$ cat src/rtl/price_feed_tx_pkg.sv
// Shared word format for the 16-bit price stream: field widths, positions and
// pack/unpack helpers used by the transmitter and the indicator blocks.
package price_feed_tx_pkg;

    localparam int STOCK_ID_W = 2;
    localparam int PRICE_W    = 14;
    localparam int WORD_W     = 16;
    localparam int NUM_STOCKS = 4;

    localparam int ID_LSB    = 14;
    localparam int PRICE_LSB = 0;

    typedef logic [STOCK_ID_W-1:0] stock_id_t;
    typedef logic [PRICE_W-1:0]    price_t;
    typedef logic [WORD_W-1:0]     word_t;

    typedef struct packed {
        stock_id_t stock_id;
        price_t    price;
    } price_word_t;

    function automatic word_t pack_word(input stock_id_t id, input price_t price);
        price_word_t w;
        w.stock_id = id;
        w.price    = price;
        return word_t'(w);
    endfunction

    function automatic stock_id_t word_stock_id(input word_t w);
        return w[ID_LSB +: STOCK_ID_W];
    endfunction

    function automatic price_t word_price(input word_t w);
        return w[PRICE_LSB +: PRICE_W];
    endfunction

endpackage

$ cat src/rtl/rr_arbiter4.sv
// Four-way round-robin arbiter: grants the first request found searching
// upward from one past the last grant, wrapping around.
module rr_arbiter4 (
    input  logic [3:0] req,
    input  logic [1:0] last,
    output logic [1:0] grant,
    output logic       any_grant
);

    always_comb begin
        grant     = 2'd0;
        any_grant = |req;
        // Walk from farthest to nearest so the nearest request overrides.
        for (int i = 4; i >= 1; i--) begin
            if (req[2'(last + 2'(i))]) begin
                grant = 2'(last + 2'(i));
            end
        end
    end

endmodule

$ cat src/rtl/price_feed_tx.sv
// Price stream transmitter: coalesces per-stock updates into latest-value slots
// and emits paced {stock_id, price} words with round-robin fairness.
module price_feed_tx
    import price_feed_tx_pkg::*;
#(
    parameter int GAP   = 1,
    parameter int CNT_W = 8
) (
    input  logic                  clk,
    input  logic                  rst,
    input  logic                  upd_valid,
    input  logic [STOCK_ID_W-1:0] upd_stock_id,
    input  logic [PRICE_W-1:0]    upd_price,
    input  logic                  tx_pause,
    output logic [WORD_W-1:0]     price_out,
    output logic                  enable_out,
    output logic [NUM_STOCKS-1:0] pending_out,
    output logic [CNT_W-1:0]      overwrite_cnt
);

    localparam logic [7:0] GAP_LOAD = 8'(GAP - 1);

    price_t                slot [NUM_STOCKS];
    logic [NUM_STOCKS-1:0] pending;
    stock_id_t             rr_ptr;
    stock_id_t             grant;
    logic                  any_req;
    logic [7:0]            gap_cnt;
    logic                  launch;
    logic                  overwrite;
    logic [NUM_STOCKS-1:0] set_mask;
    logic [NUM_STOCKS-1:0] clr_mask;

    rr_arbiter4 u_arb (
        .req       (pending),
        .last      (rr_ptr),
        .grant     (grant),
        .any_grant (any_req)
    );

    always_comb begin
        launch    = (gap_cnt == 8'd0) && !tx_pause && any_req;
        set_mask  = upd_valid ? (4'b0001 << upd_stock_id) : 4'b0000;
        clr_mask  = launch ? (4'b0001 << grant) : 4'b0000;
        // A same-edge launch of the stock consumes the old value, so nothing is lost.
        overwrite = upd_valid && pending[upd_stock_id] && !(launch && (grant == upd_stock_id));
    end

    always_ff @(posedge clk or posedge rst) begin
        if (rst) begin
            for (int i = 0; i < NUM_STOCKS; i++) begin
                slot[i] <= '0;
            end
            pending       <= '0;
            rr_ptr        <= 2'd3;
            gap_cnt       <= 8'd0;
            price_out     <= '0;
            enable_out    <= 1'b0;
            overwrite_cnt <= '0;
        end else begin
            if (upd_valid) begin
                slot[upd_stock_id] <= upd_price;
            end
            // Set wins over clear so a same-stock update on the launch edge stays pending.
            pending <= (pending & ~clr_mask) | set_mask;
            if (overwrite && (overwrite_cnt != '1)) begin
                overwrite_cnt <= overwrite_cnt + CNT_W'(1);
            end
            if (launch) begin
                price_out  <= pack_word(grant, slot[grant]);
                enable_out <= 1'b1;
                rr_ptr     <= grant;
                gap_cnt    <= GAP_LOAD;
            end else begin
                enable_out <= 1'b0;
                if (gap_cnt != 8'd0) begin
                    gap_cnt <= gap_cnt - 8'd1;
                end
            end
        end
    end

    assign pending_out = pending;

endmodule

$ cat config.mk
export PLATFORM = sky130hd
export DESIGN_NAME = price_feed_tx
export DESIGN_NICKNAME = d
export VERILOG_FILES = /design/src/rtl/price_feed_tx_pkg.sv /design/src/rtl/rr_arbiter4.sv /design/src/rtl/price_feed_tx.sv
export SDC_FILE = /design/constraint.sdc
export NUM_CORES = 1
export LEC_CHECK = 0
export ABC_AREA = 1
export CORE_MARGIN = 3
export CORE_UTILIZATION = 51
export CTS_CLUSTER_SIZE = 40
export DETAILED_ROUTE_END_ITERATION = 6
export GPL_TIMING_DRIVEN = 0
export PLACE_DENSITY = 0.75
export SLEW_MARGIN = 20
export SYNTH_ARGS = -nofsm -noshare
export SYNTH_HDL_FRONTEND = slang
export SYNTH_HIERARCHICAL = 1
export SYNTH_SLANG_ARGS = --single-unit
$ cat constraint.sdc
create_clock -name clk -period 2.6 [get_ports clk]
set_input_delay 0.26 -clock clk [delete_from_list [all_inputs] [get_ports clk]]
set_output_delay 0.26 -clock clk [all_outputs]
set_load 0.01 [all_outputs]
==> flow_metrics.env <==
export IMPL_power_density_cell_area_nw_per_um2=617
export IMPL_clock_root_buffer_master="sky130_fd_sc_hd__clkbuf_8"
export IMPL_layout_cells_most_common="sky130_fd_sc_hd__nand2_1"
export IMPL_area_growth_syn_to_layout_pct=21.1
export IMPL_routed_wl_met2_um=4950
export IMPL_clockBufferDepth=2
export IMPL_routed_via_count=3845
export IMPL_gp_routability_congestion=0.851
export IMPL_layout_common_cells="sky130_fd_sc_hd__nand2_1 (227), sky130_fd_sc_hd__dfrtp_1 (93), sky130_fd_sc_hd__o21ai_0 (60)"
export IMPL_num_cts_buffers=9
export IMPL_synth_area_leader="sky130_fd_sc_hd__dfrtp_1"
export IMPL_drt_iter0_drc=317
export IMPL_ir_drop_mv=0.353
export IMPL_timing_critical_path_from_type="flop"
export IMPL_share_of_yosys_cell_area_claimed_by_the_top_area_cell_type_pct=51.8
export IMPL_clock_transition_at_the_register_clock_pins_on_the_worst_setup_and_hold_paths_after_cts_ps=100
export IMPL_finalHoldViolCount=0
export IMPL_worst_slew_margin_rel_pct=63.0
export IMPL_cts_setup_buffers=0
export IMPL_routed_via_density=5.34
export IMPL_worstSkewPairLatency_ps=360
export IMPL_fin_ws_ps=210
export IMPL_flip_flop_and_latch_count_after_synthesis=95
export IMPL_yosysWarnings=6
export IMPL_route_detailed_wl_per_inst_um=14.5
export IMPL_crit_path_end_kind="flop"
export IMPL_run_status="complete, no violations"
export IMPL_wirelength_met1_um=4670
export IMPL_firstDrtPassIters=5
export IMPL_max_cap_violations=0
export IMPL_design_final_nets=632
export IMPL_leakagePower_nw=2.66
export IMPL_grt_overflow=0
export IMPL_chipWidth_um=99.9
export IMPL_synth_area_sq_um=4490
export IMPL_htree_num_levels=3
export IMPL_synth_cells=548
export IMPL_dp_final_hpwl_um=7440
export IMPL_tightest_slew_ps=555
export IMPL_yosys_top_cells_area="sky130_fd_sc_hd__dfrtp_1 (52%), sky130_fd_sc_hd__nand2_1 (19%), sky130_fd_sc_hd__o21ai_0 (6.7%)"
export IMPL_post_place_ws_ps=101
export IMPL_fin_tns_setup_ps=0
export IMPL_detail_route_antenna_nets=0
export IMPL_fin_worst_skew_ps=15.8
export IMPL_insertedDiodeCount=0
export IMPL_wire_length_of_the_first_global_routing_pass_um=17400
export IMPL_pin_count=49
export IMPL_initial_util_pct=53.6
export IMPL_cp_data_required_time_ps=2900
export IMPL_antenna_found_initial=0
export IMPL_max_freq_mhz=418
export IMPL_rows=33
export IMPL_die_height_um=99.9
export IMPL_critical_path_arrival_ps=2690
export IMPL_min_period_ps=2390
export IMPL_route_final_wire_length_um=10400
export IMPL_synth_seq_area_share_pct=53.0
export IMPL_postSynthAreaPerCell_sq_um=8.20
export IMPL_met3_length_um=652
export IMPL_clock_sinks=95
export IMPL_floorplan_die_area_sq_um=9970
export IMPL_worst_setup_path_type="reg -> reg"
export IMPL_slew_violations=0
export IMPL_post_cts_hold_fix_bufs=0
export IMPL_layout_cell_share_with_drive_strength_beyond_1_pct=11.9
export IMPL_highest_layer="met4"
export IMPL_holdCritPathClass="in -> async"
export IMPL_drt_drc_violations_left=0
export IMPL_finalCritPeriodShare_pct=91.9
export IMPL_global_routing_usage_summed_across_all_routing_layers_pct=22.0
export IMPL_setup_violations=0
export IMPL_yosysUniqueCellTypes=32
export IMPL_grt_max_degree=35
export IMPL_number_of_buffer_cells_added_on_primary_ports=48
export IMPL_post_cts_resize_count=0
export IMPL_fillers=736
export IMPL_cts_tree="yes"
export IMPL_vias_in_the_first_global_route=3655
export IMPL_syn_nets=570
export IMPL_timing_critical_path_fanout_max=10
export IMPL_core_sq_um=8380
## cell type report
cell class | count | area, sq um | area share [%]
clock inverters | 6 | 90.1 | 1.66
inverters | 42 | 171 | 3.15
clock buffers | 10 | 138 | 2.53
multi-input cells | 391 | 1860 | 34.1
repair buffers | 51 | 548 | 10.1
flip-flops and latches | 95 | 2380 | 43.8
plain buffers | 20 | 124 | 2.28
well taps | 105 | 131 | 2.42
## cells in the mapped netlist (all sizes together)
library cell and number:
nand3 16, nor2 27, a21oi 2, nand3b 3, clkinv 1, inv 41
ha 2, nand2 240, o21ai 68, clkbuf 5, xnor2 5, dfstp 2
xor2 2, dfrtp 93, buf 15, nand4 24, nor3 2
## metal layers
layer  up-vias  track usage, %
met2       132            35.8
met5         -               0
met1      1832            30.1
met4         0            7.25
li1       1866               -
met3        15            3.82
## metrics by stage
stage	cells	util [%]	hold WS, ps	area [sq um]	power, mW
finish	720	64.9	217	5440	3.35
global placement	701	60.9	464	5110	2.24
detailed placement	704	61.8	464	5180	2.29
floorplan	548	-	448	4500	2.07
global route	720	64.9	244	5440	3.52
CTS	720	64.5	224	5400	3.38
## power by group
part / internal, mW / switching, mW / leakage, nW
Clock: 0.573 / 0.523 / 0.113
Sequential: 1.65 / 0.127 / 1.20
Combinational: 0.224 / 0.258 / 1.36
Total: 2.45 / 0.908 / 2.66
## sequential cells by signal, indices dropped and copies added, names as in the netlist
name and flops:
slot 56, gap_cnt 8, rr_ptr 2, enable_out 1
overwrite_cnt 8, pending_out 4, price_out 16
## critical path, cell delays in order, from the launching register on
cell and delay, ps:
sky130_fd_sc_hd__dfstp_2 560, sky130_fd_sc_hd__buf_6 150, sky130_fd_sc_hd__inv_4 60, sky130_fd_sc_hd__nand2_2 60, sky130_fd_sc_hd__nand3_1 90, sky130_fd_sc_hd__o21ai_1 140
sky130_fd_sc_hd__nand2_1 100, sky130_fd_sc_hd__a21oi_4 270, sky130_fd_sc_hd__inv_2 110, sky130_fd_sc_hd__nor2_4 190, sky130_fd_sc_hd__clkbuf_4 270, sky130_fd_sc_hd__nand2_1 70
sky130_fd_sc_hd__nand4_1 130, sky130_fd_sc_hd__nand2_1 70, sky130_fd_sc_hd__nand2_1 60
## cells by family after synthesis
| logic type | after synthesis | synth area share, % |
|---|---|---|
| AND/OR/NAND/NOR | 312 | 30.7 |
| adder cells (fa/ha/maj) | 2 | 0.557 |
| AO/OA/AOI/OAI | 70 | 8.13 |
| buffers and inverters | 62 | 6.32 |
| XOR/XNOR | 7 | 1.36 |
| flip-flops | 95 | 53.0 |
## path summary, 6_finish.rpt
| kind | slack (ps) | start | cells past startpoint | endpoint |
|---|---|---|---|---|
| max in group asynchronous | 1740 | rst | 4 | slot[28] |
| min reg2reg | 490 | price_out[7] | 2 | price_out[7] |
| min | 220 | rst | 2 | gap_cnt[5] |
| max | 210 | rr_ptr[0] | 14 | price_out[2] |
| min in group clk | 490 | price_out[7] | 2 | price_out[7] |
| max reg2reg | 210 | rr_ptr[0] | 14 | price_out[2] |
No activity file was read; power rests on OpenSTA's default activity.
==> edit 1: new RTL, config.mk and constraints unchanged <==
Add an input register stage for `upd_stock_id`; this delays it by one clock. The other inputs are not delayed to match.
--- a/src/rtl/price_feed_tx.sv
+++ b/src/rtl/price_feed_tx.sv
@@ -20,6 +20,12 @@
 
     localparam logic [7:0] GAP_LOAD = 8'(GAP - 1);
 
+    logic [STOCK_ID_W-1:0] upd_stock_id_q;
+
+    always_ff @(posedge clk) begin
+        upd_stock_id_q <= upd_stock_id;
+    end
+
     price_t                slot [NUM_STOCKS];
     logic [NUM_STOCKS-1:0] pending;
     stock_id_t             rr_ptr;
@@ -40,10 +46,10 @@
 
     always_comb begin
         launch    = (gap_cnt == 8'd0) && !tx_pause && any_req;
-        set_mask  = upd_valid ? (4'b0001 << upd_stock_id) : 4'b0000;
+        set_mask  = upd_valid ? (4'b0001 << upd_stock_id_q) : 4'b0000;
         clr_mask  = launch ? (4'b0001 << grant) : 4'b0000;
         // A same-edge launch of the stock consumes the old value, so nothing is lost.
-        overwrite = upd_valid && pending[upd_stock_id] && !(launch && (grant == upd_stock_id));
+        overwrite = upd_valid && pending[upd_stock_id_q] && !(launch && (grant == upd_stock_id_q));
     end
 
     always_ff @(posedge clk or posedge rst) begin
@@ -59,7 +65,7 @@
             overwrite_cnt <= '0;
         end else begin
             if (upd_valid) begin
-                slot[upd_stock_id] <= upd_price;
+                slot[upd_stock_id_q] <= upd_price;
             end
             // Set wins over clear so a same-stock update on the launch edge stays pending.
             pending <= (pending & ~clr_mask) | set_mask;
Behaviour: not the same (Yosys sat finds a counterexample within 4 cycles, from zero or initial values and one cycle with rst high).
==> edit 1 against the original RTL <==
  * Wire length rose by 5.1%
  * Clock skew fell by 0.0017 ns
  * Sequential cell count rose by 2
  * Worst setup slack got worse by 0.015 ns
  * Final cell count is 2.4% higher
  * Synthesized cell count is 2.6% higher
  * Area after synthesis grew 2.4%
  * Critical path depth is 2 higher
  * Count of clock-buffer cells in the layout is 2 higher
  * Die area increased by 2.3%
  * Design area is 0.71% higher
  * Largest cell class unchanged
  * Highest routed layer unchanged
Power is not compared: it rests on default switching activity, and its combinational part moved more than twofold at a synthesized area within 25%.
==> edit 1: results (changes against the original RTL) <==
metric,value,unit,change
IO buf count,48,,unchanged
Static Leak,2.630,nW,
Tot GR Track Use,22.39,%,was 22.00%
"Gates resized, CTS repair",0,,unchanged
via/cell ratio,5.383,,was 5.340
Area contributors post-synth,"dfrtp_1 51%, nand2_1 11%, o21ai_0 9.2%",,"was dfrtp_1 52%, nand2_1 19%, o21ai_0 6.7%"
DP HPWL,7.570,mm,was 7.443 mm
drt pass-1 iters,5,,unchanged
"Slowest-stage cell, CP",dfstp_2,,unchanged
Fin Clk Skew,0.01413,ns,was 0.01581 ns
Arrival @ worst endpoint,2.63,ns,was 2.69 ns
worst-path maximum fanout,10,,unchanged
n_diodes,0,,unchanged
Max Cap Viol,0,,unchanged
Reg2Reg Capture Point,pending_out[3],,was price_out[2]
Place WS,0.01607,ns,was 0.1010 ns
Routed WL,10.95,mm,was 10.42 mm
sequential area share after synthesis,52.58,%,was 52.97%
CTS Root Cell,clkbuf_8,,unchanged
vias in the first global route,3757,,"was 3,655"
HP Class,input pin to asynchronous set/reset pin,,unchanged
largest net degree at the start of global routing,33,,was 35
synth cell count leaders,"132 x nand2_1, 93 x dfrtp_1, 88 x nor2_1",,"was 228 x nand2_1, 93 x dfrtp_1, 60 x o21ai_0"
RePlAce Congestion,0.8526,,was 0.8505
Worst-path clk slew,0.09,ns,
Worst path top cell family by delay,buffers and inverters,,was simple AND/OR/NAND/NOR gates
worst skew pair latency,0.36,ns,about the same
Post-synth ARST share,97.94,%,was 100.0%
Post-CTS Setup Inserts,0,,unchanged
CP startpoint,rr_ptr[0],,unchanged
Max-Slew Margin vs Limit,61.25,%,was 62.99%
clock tree buffer depth,2,,unchanged
FILL cells,770,,was 736
DRT iter0 DRCs,288,,was 317
CTS Buf Count,9,,unchanged
nets@finish,646,,was 632
yosys warns,6,,unchanged
"Largest stage delay, worst path",0.55,ns,
syn_nets,584,,was 570
synth unique cells,32,,unchanged
Max VDD drop,0.0004396,V,
layout cell share with drive strength beyond 1,11.76,%,was 11.87%
antenna violations before repair,0,,unchanged
Register-to-Register Path Depth,16,,was 14
run status,completed,,unchanged
first-pass GRT wire length,18.10,mm,was 17.44 mm
"Slew Viols, Final",0,,unchanged
edit 1: cell count changes in the layout (fill, tap and decap cells not counted), sizes merged, moves of 4 or more:
cell / delta
buf: +4
clkbuf: +4
nand2: -97
nand3: +4
nand4: -16
nor2: +67
o21ai: +29
o22ai: +15
edit 1: final cells by class:
cell class,instances,share of cell area [%]
Clock inverter,4,0.5025
Inverter,46,3.335
Tap cell,108,2.467
Timing Repair Buffer,51,9.868
Buffer,26,2.672
Sequential cell,97,44.18
Clock buffer,12,2.832
Multi-Input combinational cell,393,34.15
edit 1: worst max-delay path by stage:
stage	end	slack (ns)
after floorplan	overwrite_cnt[3]	0.54
after global placement	price_out[2]	0.09
after detailed placement	price_out[2]	0.02
after CTS	price_out[2]	0.005
after global routing	pending_out[1]	0.009
final	pending_out[3]	0.20
edit 1: cell families (layout without fill, tap and decap cells):
family	Yosys count	count (layout)	share of synthesized area, %
compound gates	114	114	13.13
xor+xnor	8	8	1.522
fa+ha+maj	2	2	0.5437
buf+inv	72	139	6.933
flops	97	97	52.58
simple gates	269	269	25.29
edit 1: per-layer routing:
layer / wire [um] / GRT usage [%] / vias to the layer above
met3: 642 / 4.291 / 13
li1: - / - / 1932
met5: 0 / 0 / -
met1: 4811 / 30.46 / 1888
met2: 5327 / 36.56 / 134
met4: 166 / 6.646 / 0
edit 1: power groups by stage:
stage	clock (mW)	combinational [mW]	sequential, mW
after detailed placement	0	2.98	2.19
after CTS	0.931	2.99	2.16
final	0.919	3.06	2.16
after global routing	0.980	3.37	2.21
after floorplan	0	1.93	2.22
after global placement	0	2.88	2.18
edit 1: per-stage QoR:
step / cells / hold slack (ns) / util [%] / total power, mW / area (um2)
6_report: 737 / 0.1918 / 62.51 / 6.138 / 5478
2_1_floorplan: 562 / 0.2877 / - / 4.155 / 4606
3_3_place_gp: 718 / 0.4607 / 59.58 / 5.054 / 5221
5_1_grt: 737 / 0.2184 / 62.51 / 6.565 / 5478
4_1_cts: 737 / 0.1958 / 62.35 / 6.084 / 5464
3_5_place_dp: 721 / 0.4652 / 60.27 / 5.169 / 5281
==> edit 2: new RTL, same settings <==
Made on the original files. Register the output `price_out` once more, cleared by the reset; this adds one clock of latency there. The other outputs are not delayed to match.
--- a/src/rtl/price_feed_tx.sv
+++ b/src/rtl/price_feed_tx.sv
@@ -19,6 +19,8 @@
 );
 
     localparam logic [7:0] GAP_LOAD = 8'(GAP - 1);
+
+    logic [WORD_W-1:0] price_s0;
 
     price_t                slot [NUM_STOCKS];
     logic [NUM_STOCKS-1:0] pending;
@@ -54,7 +56,7 @@
             pending       <= '0;
             rr_ptr        <= 2'd3;
             gap_cnt       <= 8'd0;
-            price_out     <= '0;
+            price_s0      <= '0;
             enable_out    <= 1'b0;
             overwrite_cnt <= '0;
         end else begin
@@ -67,7 +69,7 @@
                 overwrite_cnt <= overwrite_cnt + CNT_W'(1);
             end
             if (launch) begin
-                price_out  <= pack_word(grant, slot[grant]);
+                price_s0   <= pack_word(grant, slot[grant]);
                 enable_out <= 1'b1;
                 rr_ptr     <= grant;
                 gap_cnt    <= GAP_LOAD;
@@ -82,5 +84,13 @@
 
     assign pending_out = pending;
 
+    always_ff @(posedge clk or posedge rst) begin
+        if (rst) begin
+            price_out <= '0;
+        end else begin
+            price_out <= price_s0;
+        end
+    end
+
 endmodule
 
Formal check against the unedited RTL: not equivalent (Yosys sat finds a counterexample within 4 cycles, from zero or initial values and one cycle with rst high).
==> edit 2 against the original RTL <==
  * Worst setup slack worse by 0.037 ns
  * Area after synthesis up 10%
  * Synthesized cell count up 4.0%
  * Maximum frequency down 1.5%
  * Non-clock buffer count up 4
  * Critical path depth up 2
  * Design area up 8.0%
  * First-iteration DRC count down 16%
  * Sequential cell count up 16
  * Wire length up 8.5%
  * Hold slack better by 0.017 ns
  * Critical endpoint is now overwrite_cnt[4]
Power is not compared: it rests on default switching activity, and its combinational part moved more than twofold at a synthesized area within 25%.
==> edit 2: results (changes against the original RTL) <==
metric,value,unit,change
Place WS,0.1271,ns,was 0.1010 ns
drt pass-1 iters,6,,was 5
met3 Use GR,4.509,%,was 3.822%
synth unique cells,34,,was 32
Post-Synthesis Cells,570,,was 548
met2 Use GR,36.16,%,was 35.81%
run status,completed,,unchanged
worst hold slack,0.2337,ns,was 0.2171 ns
syn_nets,592,,was 570
nets@finish,654,,was 632
Tot GR Track Use,21.91,%,was 22.00%
Fin Clk Skew,0.01217,ns,was 0.01581 ns
first-pass GRT wire length,19.18,mm,was 17.44 mm
DRT iter0 DRCs,266,,was 317
FILL cells,829,,was 736
placed cell area,0.005665,mm2,was 0.005176 mm2
DP HPWL,7.792,mm,was 7.443 mm
Pwr Total,6.834,mW,
Area contributors post-synth,"dfrtp_1 55%, nand2_1 9.8%, o21ai_0 9.1%",,"was dfrtp_1 52%, nand2_1 19%, o21ai_0 6.7%"
via/cell ratio,5.257,,was 5.340
"setup slack, reg-to-reg",0.17,ns,was 0.21 ns
measured slew at the worst slew-check pin,0.5477,ns,was 0.5551 ns
Routed WL,11.30,mm,was 10.42 mm
DR WL met3,805,um,was 652 um
layout cell share with drive strength beyond 1,11.15,%,was 11.87%
largest net degree at the start of global routing,36,,was 35
Placed Cells,750,,was 704
==> edit 2: cell count changes after synthesis, sizes merged <==
cell and delta:
buf -2, clkbuf +6, dfrtp +16, inv +2
nand2 -99, nand3 +1, nand3b +1, nand4 -13
nor2 +71, o21ai +26, o22ai +14, xnor2 -1
==> edit 2: critical path, stage by stage, from the launching register on <==
cell	delay, ns
dfstp_2	0.56
buf_6	0.15
nand2_1	0.08
o21ai_2	0.09
nand2_2	0.10
o21ai_1	0.08
nand2_1	0.07
a21oi_2	0.12
buf_4	0.17
inv_1	0.14
nand2_1	0.10
nand2_1	0.06
nor2_2	0.15
nand3_4	0.16
nand3_4	0.17
nand2_1	0.08
nand2_1	0.06
==> edit 2: cell families (layout without fill, tap and decap cells) <==
logic type / Yosys count / after routing / share of synthesized area (%)
xor+xnor: 6 / 6 / 1.060
buf+inv: 68 / 135 / 6.155
simple gates: 273 / 273 / 24.47
flops: 111 / 111 / 56.05
fa+ha+maj: 2 / 2 / 0.5045
compound gates: 110 / 110 / 11.76
==> edit 2: layout make-up <==
class / instances / area (um2) / area share [%]
multi-input cells: 391 / 1882 / 32.03
repair buffers: 51 / 540.5 / 9.199
clock inverters: 4 / 35.03 / 0.5963
flip-flops and latches: 111 / 2780 / 47.32
inverters: 44 / 178.9 / 3.045
well taps: 129 / 161.4 / 2.747
clock buffers: 12 / 155.1 / 2.641
plain buffers: 24 / 142.6 / 2.428
==> edit 2: worst max-delay path by stage <==
stage / start / end / slack, ns
after floorplan: rr_ptr[0] / overwrite_cnt[2] / 0.58
after global placement: rst / slot[10] / -0.02
after detailed placement: rr_ptr[0] / price_s0[4] / 0.13
after CTS: rr_ptr[0] / price_s0[4] / 0.09
after global routing: rr_ptr[0] / pending_out[3] / 0.002
final: rr_ptr[0] / overwrite_cnt[4] / 0.17
